## src/rtl/registro_ctrl.sv

```systemverilog
// Command sequencer for the 4-bit universal shift register: drives MODO/DIR/ENB/D/S_IN and
// deserialises S_OUT into RX_DATA. Optional abort support is enabled with REGCTRL_ABORT_EN.
module registro_ctrl #(
    parameter int N  = 4,
    parameter int CW = 4
) (
    input  logic          i_clk,
    input  logic          i_reset,
    input  logic          i_cmd_valid,
    output logic          o_cmd_ready,
    input  logic [1:0]    i_cmd_op,
    input  logic          i_cmd_dir,
    input  logic [CW-1:0] i_cmd_cnt,
    input  logic          i_cmd_fill,
    input  logic [N-1:0]  i_cmd_data,
    input  logic          i_s_out,
`ifdef REGCTRL_ABORT_EN
    input  logic          i_abort,
    output logic          o_aborted,
`endif
    output logic [1:0]    o_modo,
    output logic          o_dir,
    output logic          o_enb,
    output logic [N-1:0]  o_d,
    output logic          o_s_in,
    output logic [N-1:0]  o_rx_data,
    output logic          o_busy,
    output logic          o_done
);

    typedef enum logic [1:0] {
        S_IDLE = 2'b00,
        S_EXEC = 2'b01,
        S_DONE = 2'b10
    } state_t;

    localparam logic [1:0] OP_LOAD   = 2'b00;
    localparam logic [1:0] OP_SHIFT  = 2'b01;
    localparam logic [1:0] OP_ROTATE = 2'b10;
    localparam logic [1:0] OP_RSVD   = 2'b11;

    localparam logic [1:0] MODO_LOAD   = 2'b10;
    localparam logic [1:0] MODO_SHIFT  = 2'b00;
    localparam logic [1:0] MODO_ROTATE = 2'b01;

    state_t        r_state;
    state_t        w_next;
    logic [1:0]    r_op;
    logic [CW-1:0] r_cnt;
    logic [1:0]    r_modo;
    logic          r_dir;
    logic [N-1:0]  r_d;
    logic          r_s_in;
    logic [N-1:0]  r_rx;
    logic          w_enb;
    logic          w_accept;
`ifdef REGCTRL_ABORT_EN
    logic          w_abort;
    logic          r_aborted;
`endif

    always_ff @(posedge i_clk) begin
        if (i_reset) begin
            r_state <= S_IDLE;
        end else begin
            r_state <= w_next;
        end
    end

    always_comb begin
        w_next   = r_state;
        w_enb    = 1'b0;
        w_accept = 1'b0;
`ifdef REGCTRL_ABORT_EN
        w_abort  = 1'b0;
`endif
        case (r_state)
            S_IDLE: begin
                if (i_cmd_valid) begin
                    w_accept = 1'b1;
                    // Zero-length shifts and reserved ops have nothing to drive
                    if ((i_cmd_op == OP_RSVD) ||
                        ((i_cmd_op != OP_LOAD) && (i_cmd_cnt == '0))) begin
                        w_next = S_DONE;
                    end else begin
                        w_next = S_EXEC;
                    end
                end
            end
            S_EXEC: begin
`ifdef REGCTRL_ABORT_EN
                w_abort = i_abort;
                if (i_abort) begin
                    w_next = S_DONE;
                end else begin
                    w_enb = 1'b1;
                    if ((r_op == OP_LOAD) || (r_cnt == CW'(1))) begin
                        w_next = S_DONE;
                    end
                end
`else
                w_enb = 1'b1;
                if ((r_op == OP_LOAD) || (r_cnt == CW'(1))) begin
                    w_next = S_DONE;
                end
`endif
            end
            S_DONE: begin
                w_next = S_IDLE;
            end
            default: begin
                w_next = S_IDLE;
            end
        endcase
    end

    // Register-side drive values only change on accept of a command that actually runs
    always_ff @(posedge i_clk) begin
        if (i_reset) begin
            r_op      <= OP_LOAD;
            r_cnt     <= '0;
            r_modo    <= 2'b00;
            r_dir     <= 1'b0;
            r_d       <= '0;
            r_s_in    <= 1'b0;
            r_rx      <= '0;
`ifdef REGCTRL_ABORT_EN
            r_aborted <= 1'b0;
`endif
        end else begin
            if (w_accept) begin
                r_op  <= i_cmd_op;
                r_cnt <= i_cmd_cnt;
                r_rx  <= '0;
`ifdef REGCTRL_ABORT_EN
                r_aborted <= 1'b0;
`endif
                if (i_cmd_op == OP_LOAD) begin
                    r_modo <= MODO_LOAD;
                    r_d    <= i_cmd_data;
                end else if ((i_cmd_op == OP_SHIFT) && (i_cmd_cnt != '0)) begin
                    r_modo <= MODO_SHIFT;
                    r_dir  <= i_cmd_dir;
                    r_s_in <= i_cmd_fill;
                end else if ((i_cmd_op == OP_ROTATE) && (i_cmd_cnt != '0)) begin
                    r_modo <= MODO_ROTATE;
                    r_dir  <= i_cmd_dir;
                    r_s_in <= i_cmd_fill;
                end
            end
            if (w_enb && (r_op != OP_LOAD)) begin
                r_cnt <= r_cnt - CW'(1);
                r_rx  <= {r_rx[N-2:0], i_s_out};
            end
`ifdef REGCTRL_ABORT_EN
            if (w_abort) begin
                r_aborted <= 1'b1;
            end
`endif
        end
    end

    assign o_cmd_ready = (r_state == S_IDLE);
    assign o_busy      = (r_state != S_IDLE);
    assign o_done      = (r_state == S_DONE);
    assign o_enb       = w_enb;
    assign o_modo      = r_modo;
    assign o_dir       = r_dir;
    assign o_d         = r_d;
    assign o_s_in      = r_s_in;
    assign o_rx_data   = r_rx;
`ifdef REGCTRL_ABORT_EN
    assign o_aborted   = r_aborted;
`endif

endmodule

```

## config.mk

```make
export PLATFORM = sky130hd
export DESIGN_NAME = registro_ctrl
export DESIGN_NICKNAME = d
export VERILOG_FILES = /design/src/rtl/registro_ctrl.sv
export SDC_FILE = /design/constraint.sdc
export NUM_CORES = 1
export LEC_CHECK = 0
export BUFFER_PORTS_ARGS = -buffer_cell sky130_fd_sc_hd__buf_4
export CAP_MARGIN = 30
export CORE_MARGIN = 2
export CORE_UTILIZATION = 51
export DETAILED_ROUTE_END_ITERATION = 8
export GPL_TIMING_DRIVEN = 0
export PLACE_DENSITY = 0.82
export SLEW_MARGIN = 20
export SYNTH_ARGS = -nofsm -noshare
export SYNTH_HDL_FRONTEND = slang
export SYNTH_SLANG_ARGS = --single-unit
```

## constraint.sdc

```tcl
create_clock -name i_clk -period 4.1 [get_ports i_clk]
set_clock_uncertainty 0.15 [all_clocks]
set_input_delay 0.615 -clock i_clk [delete_from_list [all_inputs] [get_ports i_clk]]
set_output_delay 0.615 -clock i_clk [all_outputs]
set_load 0.05 [all_outputs]
```

* Word-level counts from Yosys, hierarchy flattened *
Index checks and enable logic that the tools add are counted.
Widths: inputs -> output; s select.

operators by class
  add/subtract/negate cells = 1
  mux-type cells = 18
  reduce and logical (&&, ||, !) cells = 21
  equal/unequal tests = 8
  bitwise logic cells = 1

operators with widths
  cell                 number
  $mux 4               4
  $mux 2               6
  $reduce_bool 2->1    5
  $mux 1               7
  $eq 2x2->1 const B   3
  $logic_not 2->1      3
  $reduce_and 2->1     3
  $eq 2x1->1 const B   2
  $eq 4x1->1 const B   1
  $logic_and 1x1->1    4
  $logic_not 4->1      1
  $ne 2x2->1 const B   2
  $pmux 2 s2           1
  $reduce_bool 4->1    1
  $sub 4x1->4 const B  1
  $reduce_and 3->1     1
  $reduce_bool 3->1    1
  $logic_or 1x1->1     2
  $not 1->1            1

word-level totals
  register bits after elaboration = 20
  word-level logic and storage cells = 57
  input port bits = 16

* Longest topological paths before layout *
Gate-level depths: netlist of run 1.

  depth in word-level cells = 6
  mapped depth = 6

* Least setup slack after synthesis of run 1 *
No wires, ideal clock.

  path kind = register to register
  start point = reg r_state[0]
  end point = reg r_cnt[1]
  arrival = 1.898 ns
  cell stages (with the launch flop) = 6
  slack = 1.967 ns
  data required time = 3.864 ns
  library setup time = 0.086 ns
  cell sequence = dfxtp_1 nor2b_1 and2_1 clkbuf_1 a211oi_1 a211oi_1

on the way
  word-level cells in the longest chain between the ends = 4

ends and longest elaborated chain
  what                                                line  source
  start, declared                                     46    state_t r_state;
  start signal, assigned                              66    r_state <= w_next;
  $eq 2x1->1 *                                        77    case (r_state)
  $mux 1 *                                            77
  via o_enb                                           23    output logic o_enb,
  $logic_and 1x1->1 *                                 151   if (w_enb && (r_op != OP_LOAD)) begin
  $mux 4 / $reduce_bool 2->1 (equally long branches)  --
  end signal, assigned                                133   r_cnt <= i_cmd_cnt;
  end signal, assigned                                152   r_cnt <= r_cnt - CW'(1);
  end, declared                                       49    logic [CW-1:0] r_cnt;

Mark *: on every way through the listed nets, which the timed path passes. The rest lies on a longest branch.
A chain may end at the register's enable or synchronous reset.

* Worst setup path in the final report of run 1 *
  start point = reg r_state[0]
  end point = out o_enb

on the way
  word-level cells in the longest chain between the ends = 2

ends and longest elaborated chain
  what           line
  $eq 2x1->1     77
  $mux 1         77
  end, declared  23

Every way passes these cells.

==> metrics.md, run 1 <==
| Metric | Value |
|---|---|
| Worst EP arrival | between 1000 and 1500 ps |
| GPL Wtd Cong | about 0.8 |
| Ranking of synthesized cells by area | dfxtp_1 (45%), mux2i_1 (6.8%), nor2_1 (5.5%) |
| Vias in the first global route | 750 |
| Final setup violating endpoints | 0 |
| Clock buffer count from CTS | 3 |
| Cell Pwr Density | ~400 mW/mm^2 |
| Fin area | 0.00118 mm^2 |
| Vias per cell | between 5 and 6 |
| Leading area contributor after synthesis | dfxtp_1 |
| CP Capture Point | o_enb |
| RSZ-0062 raised after global routing | false |
| Compound-cell area share of the yosys netlist | 0.179 |
| Minimum clock period | between 2000 and 2500 ps |
| CP required | 3340 ps |
| Met1 Wirelength | approximately 830 um |
| Synth Register Bits | 20 |
| Vias | about 800 |
| Sw frac | 0.278 |
| Nets | between 150 and 200 |
| Placed cell area | approximately 0.0011 mm^2 |
| Cells after Synth | 101 |
| Core area | ~0.0017 mm^2 |
| Setup TNS | 0 ps |
| Mux contribution to synthesized area | 0.0678 |
| Root buffer cell | clkbuf_4 |
| Antenna-violating nets left | 0 |
| Worst Setup SP | r_state[0]$_SDFFE_PP0P_ |
| Clock buffer depth | 2 |
| Seq/Total Area, Yosys | 0.452 |
| Synth Area in Adders | 0.0395 |
| Resize count post-CTS | 0 |
| Starting Density | 0.530 |
| Pin count of the biggest net entering global routing | 13 |
| Die ar. | roughly 0.0021 mm^2 |
| Global-route wire length before repair | 2950 um |
| Die X | 45.7 um |
| Post-CTS Repair Setup Buffers | 0 |
| Clock transition at path regs | between 100 and 150 ps |
| Crit-path max FO | 6 |
| CP Capture Type | output pin |
| Flop pwr share | 0.445 |
| Initial antenna violation count | 0 |
| Max Cap Viol | 0 |
| Peak VDD IR | about 0.30 mV |
| Clk_lat worst skew | ~310 ps |
| Flop2flop setup slack | 2230 ps |
| CTS tree | built |
| DRT iter0 DRCs | 11 |
| Simple-gate share of the synthesized area | 0.199 |
| Final period util | 0.490 |
| Status | completed |
| Slew @ Worst Pin | between 800 and 900 ps |
| Fillcell total | 140 |
| XOR/XNOR Fraction of Synth Area | 0.00989 |
| Top sig layer | met4 |
| Synth unique cells | 29 |
| Post-Layout Cell Count | roughly 150 |
| 1st-pass router iterations | 4 |
| Placed instance count | around 150 |
| Hpwl dp | approximately 1500 um |
| # diodes | 0 |
| Max H-tree Level | 1 |
| Clk network pwr share | 0.341 |
| Main combinational cell family by area after synthesis | simple AND/OR/NAND/NOR gates |
| Kind of critical path | register to output pin |
| Max_slew headroom | 0.434 |
| Chip Height | 45.7 um |
| Final wirelength | roughly 1900 um |
| Utilization after layout | 0.705 |
| Final hold vios | 0 |
| Ports | 32 |
| Worst r2r src | r_state[0]$_SDFFE_PP0P_ |
| Gr ovfl total | 0 |
| Area Growth Syn to Fin | 32.9% |
| DR WL met3 | between 100 and 150 um |
| Worst r2r path cells | 5 |
| GR Util All Layers | 0.195 |
| Met2 Wirelength | a little over 900 um |
| Max Fclk | around 0.50 GHz |
| Switch Pwr | ~0.13 mW |
| Synth warnings | 0 |
| Hold Worst Slack | between 300 and 400 ps |
| Comb power frac | 0.214 |
| Critical R2R Capture | o_dir$_SDFFE_PP0P_ |
| Drc violations | 0 |
| Final Max Tran Viols | 0 |
| Yosys top cell area share | 0.452 |
| Startpoint Class | register |
| Clock sink count | 20 |
| Internal power | between 0.3 and 0.4 mW |
| Share of cells above drive strength 1 | 0.291 |
| Synth Cell Area | between 800 and 900 um^2 |
| Post-synthesis net count | 119 |
| Syn avg cell area | 8.77 um^2 |
| # rows | 15 |
| Lkg Pwr | between 0.5 and 0.6 nW |
| CTS Hold Bufs | 0 |
| PortBufs | 29 |
| Worst hold path class | register to register |
| Avg WL per Cell | approximately 13 um |
-- how the worst min path moves through the flow --
stage	startpoint	cells past startpoint	endpoint	slack [ps]
after floorplan	r_op[1]$_SDFFE_PP0P_	2	r_op[1]$_SDFFE_PP0P_	280
after global placement	r_op[1]$_SDFFE_PP0P_	2	r_op[1]$_SDFFE_PP0P_	290
after detailed placement	r_op[1]$_SDFFE_PP0P_	2	r_op[1]$_SDFFE_PP0P_	290
after CTS	r_op[1]$_SDFFE_PP0P_	2	r_op[1]$_SDFFE_PP0P_	310
after global routing	r_op[1]$_SDFFE_PP0P_	2	r_op[1]$_SDFFE_PP0P_	330
final	r_op[1]$_SDFFE_PP0P_	2	r_op[1]$_SDFFE_PP0P_	310
-- layout make-up --
type / instances / area, um^2 / area share
Buffer: 6 / 31.3 / 0.0266
Clock buffer: 3 / 22.5 / 0.0191
Clock inverter: 1 / 30.0 / 0.0255
Inverter: 4 / 15.0 / 0.0128
Multi-Input combinational cell: 71 / 439 / 0.373
Sequential cell: 20 / 400 / 0.340
Tap cell: 17 / 21.3 / 0.0181
Timing Repair Buffer: 29 / 218 / 0.185
-- critical path, cell delays in order, from the launching register on --
cell and delay [ps]:
dfxtp_1 400, nor2b_1 290, buf_4 260
-- routing by layer --
layer	global-route usage	vias to the layer above
met4	0.106	0
li1	-	419
met3	0.0317	4
met1	0.224	371
met5	0	-
met2	0.341	25
-- per-stage QoR --
step	worst slack, ps	power [mW]
detailed placement	1820	0.317
floorplan	1970	0.284
global route	2000	0.492
global placement	1820	0.314
CTS	2080	0.477
finish	2090	0.475
-- power groups by stage --
stage	sequential, mW	clock, mW	combinational [mW]
after floorplan	0.227	0	0.0570
after global placement	0.215	0	0.0987
after detailed placement	0.216	0	0.101
after CTS	0.211	0.164	0.102
after global routing	0.213	0.170	0.109
final	0.211	0.162	0.101
-- sequential cells by signal (all words and copies together) (netlist names) --
name / cells
o_d: 4
o_dir: 1
o_modo: 2
o_rx_data: 4
o_s_in: 1
r_cnt: 4
r_op: 2
r_state: 2
-- cells in the final DEF (no fill, tap or decap), drive strengths merged --
master / instances
o21ba: 1
nor3: 3
mux2i: 6
buf: 31
bufinv: 1
nand2: 9
inv: 4
o21ai: 1
a22oi: 6
nor2: 13
or3: 2
clkbuf: 7
ha: 2
a211o: 1
nor4: 2
a31oi: 1
and2: 1
or2: 3
dfxtp: 20
a211oi: 2
a21oi: 9
xnor2: 1
nor3b: 1
or3b: 1
o311ai: 1
nor2b: 2
o211ai: 1
maj3: 1
a21o: 1
-- Yosys cell counts --
library cell	count
nor2_1	13
nor2b_1	2
nor3_1	3
a31oi_1	1
or3b_1	1
a21oi_1	9
maj3_1	1
o21ai_0	1
a211o_1	1
a21o_1	1
nor3b_1	1
o211ai_1	1
o311ai_0	1
or2_2	3
xnor2_1	1
and2_1	1
or3_1	2
mux2i_1	6
a22oi_1	6
dfxtp_1	20
nor4_1	2
a211oi_1	2
buf_6	1
nand2_1	9
ha_1	2
o21ba_2	1
inv_1	4
buf_2	1
clkbuf_1	4
-- cells by family (layout without fill, tap and decap cells) --
group                    count (synthesis)  count (layout)
AO/OA/AOI/OAI                           24              24
XOR/XNOR                                 1               1
adder cells (fa/ha/maj)                  3               3
buffers and inverters                   10              43
flip-flops                              20              20
multiplexers                             6               6
AND/OR/NAND/NOR                         37              37
No activity file was read; power rests on OpenSTA's default activity.
==> inputs of run 2 (changes only) <==
Settings changed: CORE_UTILIZATION 51 to 47, PLACE_DENSITY 0.82 to 0.76.
Clock period 4.1 ns to 1.91 ns, I/O delays scaled along.
==> run 2 against run 1 <==
Hold slack worse by 260 ps. Sequential cell count is the same. Non-clock buffer count is the same. Sequential share of layout area decreased by 0.57 points. Critical path depth rose by 4. Power up 120%. Setup slack lost 2000 ps. Die area increased by 7.8%. Final cell count increased by 5.3%. Sequential power grew 120%. Routed wire length down 4.1%. Clock power is 120% higher. Critical path type is now register to register.
==> metrics.md, run 2 (synthesis gave the netlist of run 1 again) <==
| Metric | Value |
|---|---|
| Max Fclk | between 0.5 and 0.6 GHz |
| Placed instance count | 155 (+5.4%) |
| Clock buffer count from CTS | 3 (unchanged) |
| Worst r2r src | r_state[0]$_SDFFE_PP0P_ |
| Met3 Use GR | 0.0453 (+0.0135) |
| # rows | 15 (unchanged) |
| Antenna-violating nets left | 0 (unchanged) |
| Lkg Pwr | 0.543 nW (+1.3%) |
| Grt met1 use | 0.224 (-0.000609) |
| Share of cells above drive strength 1 | 0.328 (+0.0373) |
| Final setup violating endpoints | 0 (unchanged) |
| Hold path depth | 3 (+1) |
| Min-Delay Startpoint | i_cmd_data[0] |
| Kind of critical path | register to register |
| Clock sink count | 20 (unchanged) |
| Vias | 803 (-2.0%) |
| Worst path cell trace | or3b_1 > buf_4 > or3_4 > buf_6 > mux2i_1 > nor2_1 |
| Post-CTS Repair Setup Buffers | 0 (unchanged) |
| Global-route wire length before repair | 2870 um (-2.8%) |
| Die ar. | 0.00225 mm^2 (+7.8%) |
| Die X | 47.4 um (+3.8%) |
| # diodes | 0 (unchanged) |
| Minimum clock period | 1820 ps |
| Final Max Tran Viols | 0 (unchanged) |
| Grt peak-use layer | met2 |
| Area Growth Syn to Fin | 36.0% |
| RSZ-0062 raised after global routing | false |
| Initial antenna violation count | 0 (unchanged) |
| Vias per cell | 5.05 (-6.9%) |
| CP Capture Type | register |
| Starting Density | 0.508 (-0.0228) |
| Worst slack at placement | -19.9 ps (-1840 ps) |
| CP required | 1960 ps (-1380 ps) |
| Core area | 0.00175 mm^2 (+4.5%) |
| Pin count of the biggest net entering global routing | 13 (unchanged) |
| Status | completed |
| Worst r2r path cells | 6 (+1) |
| Ports | 32 (unchanged) |
| GPL Wtd Cong | 0.816 (+1.7%) |
| Clock buffer depth | 2 (unchanged) |
| Peak VDD IR | 0.602 mV (+100%) |
| Startpoint Class | register |
| Final period util | 0.955 |
| Max_slew headroom | 0.461 (+0.0267) |
| Nets | 153 (unchanged) |
| Cell Pwr Density | 850 mW/mm^2 (+110%) |
| Worst EP arrival | 1870 ps (+630 ps) |
| Clk_lat worst skew | 300 ps (about the same) |
| Worst Setup SP | r_state[0]$_SDFFE_PP0P_ |
| Met2 Usage GRT | 0.314 (-0.0273) |
| Worst stage delay on the critical path | 370 ps (-30 ps) |
| Max Cap Viol | 0 (unchanged) |
| DRT iter0 DRCs | 9 (-2) |
| PortBufs | 29 (unchanged) |
| Avg WL per Cell | 11.5 um (-8.9%) |
| Worst hold path class | input pin to register |
| Chip Height | 47.4 um (+3.8%) |
| GR Util All Layers | 0.186 (-0.00946) |
| Vias in the first global route | 692 (-7.7%) |
| Gr ovfl total | 0 (unchanged) |
| Crit-path max FO | 10 (+4) |
| Fin worst setup slack | 86.8 ps (-2000 ps) |
| Max H-tree Level | 1 (unchanged) |
| 1st-pass router iterations | 4 (unchanged) |
| Clock transition at path regs | 120 ps (about the same) |
| Post-Layout Cell Count | 159 (+5.3%) |
| Slew @ Worst Pin | 802 ps (-45.7 ps) |
| CTS Hold Bufs | 0 (unchanged) |
| Hpwl dp | 1390 um (-6.3%) |
| Crit path max-delay cell type | or3b_1 |
| Final wirelength | 1830 um (-4.1%) |
| Most frequent cells in the layout | buf_4 (30), dfxtp_1 (18), nor2_1 (13) |
| Final hold vios | 0 (unchanged) |
| Total Power | 1.02 mW (+120%) |
| Hold Worst Slack | 53.9 ps (-258 ps) |
| Root buffer cell | clkbuf_4 |
| Drc violations | 0 (unchanged) |
| CTS tree | built |
| Commonest non-fill, non-tap cell in the layout | buf_4 |
## run 2: power breakdown
part	switching [mW]	internal (mW)	total, mW	leakage [nW]
Combinational	0.131	0.0885	0.219	0.351
Sequential	0.0162	0.439	0.455	0.164
Clock	0.138	0.212	0.350	0.0279
## run 2: critical path: cells and delay by family (launching register included)
family	cells	cell delay, ps
and+or+nand+nor	3	760
DFF	1	360
buffers and inverters	2	310
muxes	1	130
## run 2: final cells by class
cell class                 count  area [um^2]
buffer                         6         33.8
multi-input combinational     71          452
sequential                    20          403
fill                         156          541
clock buffer                   3         22.5
tap                           25         31.3
clock inverter                 1         30.0
inverter                       4         15.0
timing repair buffer          29          218
## run 2: layer usage
metal  routed length (um)  vias up
met1                  811      363
met2                  890       19
met3                   92        4
met4                   35        0
li1                     -      417
met5                    0        -
## run 2: path summary, 6_finish.rpt
| check | endpoint | slack, ps |
|---|---|---|
| max reg2reg | o_d[2]$_SDFFE_PP0P_ | 90 |
| min | o_d[0]$_SDFFE_PP0P_ | 50 |
| max | o_d[2]$_SDFFE_PP0P_ | 90 |
| min reg2reg | r_op[0]$_SDFFE_PP0P_ | 320 |
## run 2: timing repair
action | CTS | global route
endpoints found under the setup margin | 0 | 9
gates resized for setup | 0 | 6
endpoints found under the hold margin | 0 | 0
## run 2: per-stage QoR
step	util	instance area [um^2]	setup TNS [ps]
floorplan	-	888	0
global placement	0.652	1140	-38.9
detailed placement	0.652	1140	-19.9
CTS	0.682	1190	0
global route	0.690	1200	0
finish	0.690	1200	0
